**src/rtl/rr_arbiter4_if.sv**
```systemverilog
// Request/grant bundle between the four requesting agents and the round-robin arbiter.
// The master side drives requests; the slave side (the arbiter) returns the registered grant.
interface rr_arbiter4_if;
  logic [3:0] req;
  logic [1:0] gnt_idx;
  logic       gnt_valid;
  logic [7:0] burst_cnt;

  modport master (output req, input gnt_idx, gnt_valid, burst_cnt);
  modport slave  (input req, output gnt_idx, gnt_valid, burst_cnt);
endinterface

```
**src/rtl/rr_arbiter4.sv**
```systemverilog
// Four-requester round-robin arbiter with bounded burst length; registered 2-bit grant
// index plus qualifier and burst counter, feeding the downstream 2-to-4 grant decoder.
module rr_arbiter4 #(
  parameter int unsigned MAX_BURST = 8
) (
  input  logic         clk,
  input  logic         rst,
  rr_arbiter4_if.slave arb
);

  localparam logic [7:0] MAXB = 8'(MAX_BURST);

  typedef enum logic {IDLE, GRANT} state_t;

  state_t     state_q, state_d;
  logic [1:0] ptr_q, ptr_d;
  logic [1:0] gnt_idx_q, gnt_idx_d;
  logic       gnt_valid_q, gnt_valid_d;
  logic [7:0] burst_q, burst_d;

  logic [1:0] search_base;
  logic [1:0] cand;
  logic [1:0] win_idx;
  logic       win_found;
  logic       release_now;

  // On release the pointer becomes owner+1, so the search already starts there this cycle.
  always_comb begin
    search_base = (state_q == GRANT) ? gnt_idx_q + 2'd1 : ptr_q;
    win_idx     = search_base;
    win_found   = 1'b0;
    cand        = '0;
    for (int unsigned i = 0; i < 4; i++) begin
      cand = search_base + 2'(i);
      if (!win_found && arb.req[cand]) begin
        win_idx   = cand;
        win_found = 1'b1;
      end
    end
  end

  assign release_now = !arb.req[gnt_idx_q] || (burst_q == MAXB);

  always_comb begin
    state_d     = state_q;
    ptr_d       = ptr_q;
    gnt_idx_d   = gnt_idx_q;
    gnt_valid_d = gnt_valid_q;
    burst_d     = burst_q;
    unique case (state_q)
      IDLE: begin
        gnt_valid_d = 1'b0;
        if (win_found) begin
          gnt_idx_d   = win_idx;
          gnt_valid_d = 1'b1;
          burst_d     = 8'd1;
          state_d     = GRANT;
        end
      end
      GRANT: begin
        if (!release_now) begin
          burst_d = burst_q + 8'd1;
        end else begin
          ptr_d = gnt_idx_q + 2'd1;
          if (win_found) begin
            gnt_idx_d   = win_idx;
            gnt_valid_d = 1'b1;
            burst_d     = 8'd1;
          end else begin
            gnt_valid_d = 1'b0;
            burst_d     = '0;
            state_d     = IDLE;
          end
        end
      end
      default: state_d = IDLE;
    endcase
  end

  always_ff @(posedge clk or posedge rst) begin
    if (rst) begin
      state_q     <= IDLE;
      ptr_q       <= '0;
      gnt_idx_q   <= '0;
      gnt_valid_q <= 1'b0;
      burst_q     <= '0;
    end else begin
      state_q     <= state_d;
      ptr_q       <= ptr_d;
      gnt_idx_q   <= gnt_idx_d;
      gnt_valid_q <= gnt_valid_d;
      burst_q     <= burst_d;
    end
  end

  assign arb.gnt_idx   = gnt_idx_q;
  assign arb.gnt_valid = gnt_valid_q;
  assign arb.burst_cnt = burst_q;

endmodule

```
**src/flat_wrapper.sv**
```systemverilog
// flat-port wrapper written by rule: the top's interface ports become plain ports
module rr_arbiter4_flat 
#(
  parameter int unsigned MAX_BURST = 8
)
  (clk, rst, arb_req, arb_gnt_idx, arb_gnt_valid, arb_burst_cnt);
  rr_arbiter4_if arb_i ();
  input  logic clk;
  input  logic rst;
  input wire logic [$bits(arb_i.req)-1:0] arb_req;
  output wire logic [$bits(arb_i.gnt_idx)-1:0] arb_gnt_idx;
  output wire logic [$bits(arb_i.gnt_valid)-1:0] arb_gnt_valid;
  output wire logic [$bits(arb_i.burst_cnt)-1:0] arb_burst_cnt;
  assign arb_i.req = arb_req;
  assign arb_gnt_idx = arb_i.gnt_idx;
  assign arb_gnt_valid = arb_i.gnt_valid;
  assign arb_burst_cnt = arb_i.burst_cnt;
  rr_arbiter4 #(.MAX_BURST(MAX_BURST)) u_core (.clk(clk), .rst(rst), .arb(arb_i));
endmodule
```
**config.mk**
```make
export PLATFORM = sky130hd
export DESIGN_NAME = rr_arbiter4_flat
export DESIGN_NICKNAME = d
export VERILOG_FILES = /design/src/rtl/rr_arbiter4_if.sv /design/src/rtl/rr_arbiter4.sv /design/src/flat_wrapper.sv
export SDC_FILE = /design/constraint.sdc
export NUM_CORES = 1
export LEC_CHECK = 0
export BUFFER_PORTS_ARGS = -buffer_cell sky130_fd_sc_hd__buf_2
export CAP_MARGIN = 20
export CORE_MARGIN = 4
export CORE_UTILIZATION = 47
export DETAILED_ROUTE_END_ITERATION = 16
export PLACE_DENSITY = 0.69
export SETUP_SLACK_MARGIN = 0.2
export SKIP_CTS_REPAIR_TIMING = 1
export SLEW_MARGIN = 0
export SYNTH_ARGS = -nofsm -noshare
export SYNTH_HDL_FRONTEND = slang
export SYNTH_SLANG_ARGS = --single-unit
```
**constraint.sdc**
```tcl
create_clock -name clk -period 1.6 [get_ports clk]
set_input_delay 0.24 -clock clk [delete_from_list [all_inputs] [get_ports clk]]
set_output_delay 0.24 -clock clk [all_outputs]
set_load 0.03 [all_outputs]
```
* Word-level counts from Yosys, hierarchy flattened *
Index checks and enable logic that the tools add are counted.

storage, ports and cells
  input port bits = 6
  word-level logic and storage cells = 58
  register bits = 14
  output and inout port bits = 11

cells by class
  $add $sub $neg = 5
  bitwise operators = 1
  mux-type cells = 30
  reductions and logical operators = 9
  order comparisons = 5
  eq/ne operators = 3

operators by type and width
  kind                                                 number
  two-way mux 8 bit                                    2
  case mux 8 bit (2 select lines)                      1
  < comparator 2 x 3 -> 1 bit (second input constant)  5
  two-way mux 1 bit                                    13
  two-way mux 2 bit                                    6
  binary-select mux 1 bit (select 2 bit)               5
  adder 8 x 1 -> 8 bit (second input constant)         1
  == test 8 x 4 -> 1 bit (second input constant)       1
  adder 2 x 1 -> 2 bit (second input constant)         2
  adder 2 bit (second input constant)                  2
  logical NOT 1 bit                                    4
  case mux 1 bit (2 select lines)                      2
  case mux 2 bit (2 select lines)                      1
  logical AND 1 bit                                    3
  != test 2 x 1 -> 1 bit (second input constant)       1
  != test 2 bit (second input constant)                1
  AND reduction 2 bit                                  1
  logical OR 1 bit                                     1
  inverter 1 bit                                       1

* Longest topological paths before layout *
Gate-level depths: netlist of the first run.

  depth after elaboration = 17
  gate-level depth with buffers = 7
  gate-level depth less buffers = 6

* Least setup slack after synthesis of the first run *
OpenSTA, ideal clock, no wires.

  kind = flip-flop to flip-flop
  start = register u_core.gnt_idx_q[1] (netlist: u_core.arb.gnt_idx[1])
  end = register u_core.gnt_idx_q[0] (netlist: u_core.arb.gnt_idx[0])
  arrival = 1772 ps
  data required time = 1505 ps
  clock period less this slack = 1867 ps
  setup slack = -267 ps
  path buffers = 1
  cell stages (with the launch flop) = 6
  library setup time = 95 ps
  cell sequence = dfrtp_1 mux4_2 o211a_1 buf_6 a21o_1 o31ai_1

between the ends
  longest elaborated chain between the ends = 17
  elaborated cells on any way between the ends = 34
  those cells by class = add/sub (4); eq/ne (1); mux (21); reduce/logical (8)

ends and longest elaborated chain
  element                                                        RTL line           text
  from (decl)                                                    rr_arbiter4.sv:17  logic [1:0] gnt_idx_q, gnt_idx_d;
  from (signal assigned)                                         rr_arbiter4.sv:90  gnt_idx_q <= gnt_idx_d;
  branches (longest 17 deep; another with adder 2 x 1 -> 2 bit)  --

Parallel ways; which one is timed is not known. The select of a mux whose other input is x is not followed.
A chain may end at the register's enable or synchronous reset.

* Worst setup path after layout of the first run *
  start = register u_core.gnt_idx_q[1] (netlist: u_core.arb.gnt_idx[1])
  end = register u_core.burst_q[0] (netlist: u_core.arb.burst_cnt[0])

between the ends
  longest elaborated chain between the ends = 17
  elaborated cells on any way between the ends = 31
  those cells by class = add/sub (4); eq/ne (1); mux (18); reduce/logical (8)

ends and longest elaborated chain
  element                                                        RTL line           text
  branches (longest 17 deep; another with adder 2 x 1 -> 2 bit)  --
  to (signal assigned)                                           rr_arbiter4.sv:92  burst_q <= burst_d;
  to (decl)                                                      rr_arbiter4.sv:19  logic [7:0] burst_q, burst_d;

Parallel ways; which one is timed is not known. The select of a mux whose other input is x is not followed.

==> flow_summary.toml, run 1 <==
[global_route]
grt_max_degree = 15
antenna_found_initial = 0
grt_pass1_vias = 764
grt_overflow = 0
grt_pass1_wl_um = 3370
grt.total_usage = 0.171

[critical_path]
worstRegToRegCells = 5
crit_start = "u_core.arb.gnt_idx[1]"
slowest_delay_ns = 0.58
path_class = "reg -> reg"
cp.arrival_ns = 1.80
reg2reg_from = "u_core.arb.gnt_idx[1]"
r2r_slack_ns = -0.02
worstPathRequired_ns = 1.77
critPathMaxFanout = 5
endpoint = "u_core.arb.burst_cnt[0]"
r2r-end = "u_core.arb.burst_cnt[0]"
cp-end-kind = "register"
start_kind = "register"
cpMaxStageDelayCell = "mux4_2"
cp_cell_sequence = "mux4_2 -> o211a_4 -> buf_6 -> o21ai_2 -> nand2_1"

[placement]
hpwl_um = 1570
port_buffers = 16
place.gp.congestion = 0.871
placed_cells_incl_taps = 147
place_ws_ns = -0.0302
post_dp_cell_area_um2 = 1080

[yosys]
ys.flop_type = "dfrtp_1"
ys_warn_count = 0
synth_fp_nets = 102
synth.top_cell.area_share = 0.407
synth_top_cells_by_count = "dfrtp_1 (14), nand2_1 (10), inv_1 (7), o21ai_1 (7), nor2_1 (6)"
yosys.area.top_type = "dfrtp_1"
yosysMostFrequentCell = "dfrtp_1"
synth_edf_count = 0
synth_cell_type_count = 35
postSynthCellCount = 94
syn_area_um2 = 861
postSynthRegisterBits = 14
synthTopCellsByArea = "dfrtp_1 (41%), nand2_1 (4.4%), o21ai_1 (4.1%)"
ys_seq_area_frac = 0.407
async_reset_ff_frac = 1.00
syn_area_per_cell_um2 = 9.16

[cells_and_area]
nNetsFinal = 138
fin_area_um2 = 1260
area_growth_pct = 46.8
multiInputGateArea_um2 = 589
drive_gt1_frac = 0.535
num-fill-cells = 129
regArea_um2 = 358
antenna_cells = 0
fin_cells = 154

[sta]
hold_viol_final = 14
finalSetupViolCount = 1
slew_headroom = 0.644
hold_ws_ns = -0.0250
period_needed_ns = 1.62
min_period_over_period = 1.01
setup_slack_ns = -0.0213
worst_pin_slew_ns = 0.534
rsz0062_at_grt = "yes"
slew_viol_final = 0
skew_ns = 0.00697
max_freq_mhz = 617

[detailed_routing]
drtPass1Iterations = 4
drt-total-wl_um = 2390
viasPerCell = 5.47
wl_per_cell_um = 15.5
vias = 842
drt-initial-drc-count = 24
ant_nets = 0
drc_errors = 0

[floorplanning]
rows = 15
die_h_um = 50.8
coreArea_um2 = 1730
die_x_um = 50.8
start_util = 0.499
dieArea_um2 = 2580
ios = 17

[pwr]
vdd_drop_max_uv = 1010
powerDensity_nw_per_um2 = 1860
p_switching_mw = 1.03
swShare = 0.439
combPwrFrac = 0.641
seqPwrFrac = 0.250
internal_power_mw = 1.32
p_total_mw = 2.35
p_leak_nw = 0.581
pwr-share-clk = 0.109

[cts]
clkTransAtPathRegs_ns = 0.09
cts-root-buf = "clkbuf_4"
htreeDepth = 1
insertion_delay_ns = 0.29
cts.path.max_buffers = 2
cts_buffers = 3
cts.sinks = 14
cts_tree = "done"

[status]
violations = "hold timing, setup timing"
status = "finished with violations"

[run]
max-cap-violations = 0

[min_path]
holdCritPathClass = "in -> async"
## through the flow
stage	utilization	TNS, ns
floorplan	-	-0.274
global placement	0.624	-0.0103
detailed placement	0.624	-0.107
CTS	0.645	-0.166
global route	0.732	-0.461
finish	0.732	-0.0213
## final cells by class
| class | instances | share of cell area |
|---|---|---|
| Inverter | 8 | 0.0238 |
| Clock buffer | 4 | 0.0287 |
| Sequential cell | 14 | 0.283 |
| Multi-Input combinational cell | 70 | 0.466 |
| Tap cell | 25 | 0.0248 |
| Timing Repair Buffer | 33 | 0.173 |
## power groups by stage
| stage | Clock, mW | Sequential, mW | Combinational [mW] |
|---|---|---|---|
| floorplan | 0 | 0.749 | 0.567 |
| global placement | 0 | 0.574 | 1.08 |
| detailed placement | 0 | 0.580 | 1.11 |
| CTS | 0.260 | 0.573 | 1.12 |
| global route | 0.275 | 0.605 | 1.62 |
| finish | 0.257 | 0.588 | 1.51 |
## flip-flops by register name (all words and copies together) (netlist names)
signal and count:
u_core.arb.gnt_idx 2, u_core.arb.burst_cnt 8, u_core.ptr_q 2, u_core.arb.gnt_valid 1, u_core.state_q 1
## per-layer routing
metal / vias to the layer above / track usage / share of wire
li1: 415 / - / -
met4: 0 / 0.0135 / 0
met2: 21 / 0.289 / 0.55
met1: 406 / 0.220 / 0.40
met5: - / 0 / 0
met3: 0 / 0.0593 / 0.051
## worst max-delay path: cells and delay by family (launching register included)
family	cells	cell delay, ns
flip-flops	1	0.40
multiplexers	1	0.58
buffers and inverters	1	0.14
AO/OA/AOI/OAI	2	0.34
AND/OR/NAND/NOR	1	0.06
## worst min-delay path by stage
| stage | cells after the start | end | start | slack [ns] |
|---|---|---|---|---|
| 3_5_place_dp | 2 | u_core.ptr_q[1] | rst | 0.30 |
| 5_1_grt | 2 | u_core.ptr_q[1] | rst | 0.02 |
| 4_1_cts | 2 | u_core.ptr_q[1] | rst | -0.008 |
| 6_report | 2 | u_core.ptr_q[0] | rst | -0.03 |
| 3_3_place_gp | 2 | u_core.ptr_q[1] | rst | 0.30 |
| 2_1_floorplan | 1 | u_core.arb.burst_cnt[2] | rst | 0.13 |
## layout by cell type (no fill, tap or decap), types with 3 or more instances in the layout
cell type,count
buf_2,16
buf_4,14
dfrtp_1,8
nand2_1,7
inv_1,6
dfrtp_2,6
nor2_1,5
o21ai_2,4
nand2b_1,4
a21oi_2,4
nand3_1,4
a31oi_1,3
o21ai_1,3
clkbuf_4,3
buf_6,3
## cell families (layout without fill, tap and decap cells)
group	after synthesis	in the layout	synth area share
simple gates	35	35	0.219
buf+inv	10	45	0.0523
xor+xnor	2	2	0.0204
flops	14	14	0.407
fa+ha+maj	2	2	0.0291
mux	4	4	0.0625
compound gates	27	27	0.209
Note: power is estimated with default switching activity, not from simulation.
==> inputs of run 2 (changes only) <==
- CTS_BUF_LIST: default -> sky130_fd_sc_hd__clkbuf_16
==> run 2 against run 1 <==
Effect of this change:
- the flow finishes with violations (setup timing)
- largest power group unchanged
- clock power rose by 85%
- wire length decreased by 8.4%
- worst hold slack improved by 0.057 ns
- total power shrank 1.9%
- core utilization decreased by 3.0 points
- first-iteration DRC count decreased by 63%
- maximum frequency grew 1.0%
- die area unchanged
==> flow_summary.toml, run 2 (same netlist as run 1, synthesis figures left out) <==
[sta]
rsz0062_at_grt = "yes"
max_freq_mhz = 623
skew_ns = 0.00319
hold_viol_final = 0
worst_pin_slew_ns = 0.533
period_needed_ns = 1.60
finalSetupViolCount = 3
min_period_over_period = 1.00
slew_viol_final = 0
hold_ws_ns = 0.0323
setup_slack_ns = -0.00491
slew_headroom = 0.644

[critical_path]
start_kind = "register"
critPathMaxFanout = 9
cp-end-kind = "register"
path_class = "reg -> reg"
cpMaxStageDelayCell = "mux4_2"
cp.arrival_ns = 1.73
critPathTopFamily = "multiplexers"
cp_cell_sequence = "mux4_2 -> o211a_4 -> buf_8 -> a21oi_1 -> a31oi_1"
slowest_delay_ns = 0.56
path_buf_inv = 1
worstPathRequired_ns = 1.72

[detailed_routing]
drt-initial-drc-count = 9
drtPass1Iterations = 4
wl_per_cell_um = 14.4
drc_errors = 0
viasPerCell = 5.45
vias = 829
ant_nets = 0
drt-total-wl_um = 2190

[cells_and_area]
layout.cells.most_common_list = "buf_2 (16), buf_4 (14), nand2_1 (10)"
regArea_um2 = 357
antenna_cells = 0
final_common_cell = "buf_2"
multiInputGateArea_um2 = 515
num-fill-cells = 137
largest_reg_flops = 8
fin_area_um2 = 1210
area_growth_pct = 40.8
nNetsFinal = 136
post-route-util = 0.702
drive_gt1_frac = 0.433

[cts]
clkTransAtPathRegs_ns = 0.05
htreeDepth = 1
cts-root-buf = "clkbuf_16"
cts.path.max_buffers = 2
cts.sinks = 14
insertion_delay_ns = 0.25
cts_buffers = 3
cts_tree = "done"

[global_route]
grt_pass1_wl_um = 3490
grt_max_degree = 15
antenna_found_initial = 0
grt_pass1_vias = 791
grt_overflow = 0
grt.total_usage = 0.183

[placement]
post_dp_cell_area_um2 = 1080
hpwl_um = 1570
place.gp.congestion = 0.871
place_ws_ns = -0.0302
port_buffers = 16

[pwr]
combPwrFrac = 0.543
powerDensity_nw_per_um2 = 1910
swShare = 0.400
p_switching_uw = 924
p_total_mw = 2.31
p_leak_nw = 0.573
pwr-share-clk = 0.206
internal_power_mw = 1.39
vdd_drop_max_uv = 1030
seqPwrFrac = 0.252

[floorplanning]
die_h_um = 50.8
ios = 17
die_x_um = 50.8
coreArea_um2 = 1730
start_util = 0.499
rows = 15
dieArea_um2 = 2580

[min_path]
holdCritPathClass = "in -> async"

[status]
violations = "setup timing"
status = "finished with violations"

[run]
max-cap-violations = 0
## run 2: cell count changes in the layout (fill, tap and decap cells not counted), sizes merged
cell / change
buf: -2
clkbuf: -1
clkinv: +1
## run 2: worst paths after layout
path                                       start                      end  slack [ns]  cells past startpoint
max in group asynchronous                    rst  u_core.arb.burst_cnt[1]        1.18                      2
min in group clk                      arb_req[2]           u_core.state_q        0.32                      3
setup / recovery           u_core.arb.gnt_idx[1]  u_core.arb.burst_cnt[2]      -0.005                      5
hold reg to reg             u_core.arb.gnt_valid     u_core.arb.gnt_valid        0.51                      2
hold / removal                               rst          u_core.ptr_q[0]        0.03                      2
setup reg to reg           u_core.arb.gnt_idx[1]  u_core.arb.burst_cnt[2]      -0.005                      5
## run 2: layer usage
layer,GRT usage,part of all wire
met1,0.216,0.41
met2,0.309,0.53
met3,0.0682,0.047
met4,0.0538,0.012
met5,0,0
## run 2: stage by stage
step / cells / TNS (ns)
global route: 152 / -0.250
floorplan: 94 / -0.274
global placement: 147 / -0.0103
detailed placement: 147 / -0.107
CTS: 151 / -0.206
finish: 152 / -0.00942
## run 2: cell type report
class / instances / share of cell area
clock inverter: 1 / 0.00310
multi-input combinational: 70 / 0.425
tap: 25 / 0.0258
inverter: 8 / 0.0248
clock buffer: 3 / 0.0619
sequential: 14 / 0.294
timing repair buffer: 31 / 0.165
## run 2: worst register-to-register path, stage by stage, from the launching register on
cell,delay (ns)
dfrtp_2,0.40
mux4_2,0.56
o211a_4,0.19
buf_8,0.14
a21oi_1,0.14
a31oi_1,0.06
## run 2: power by group through the flow
stage	clock network, mW	registers, mW	logic (mW)
after floorplan	0	0.749	0.567
after global placement	0	0.574	1.08
after detailed placement	0	0.580	1.11
after CTS	0.484	0.575	1.12
after global routing	0.500	0.598	1.36
final	0.475	0.581	1.25
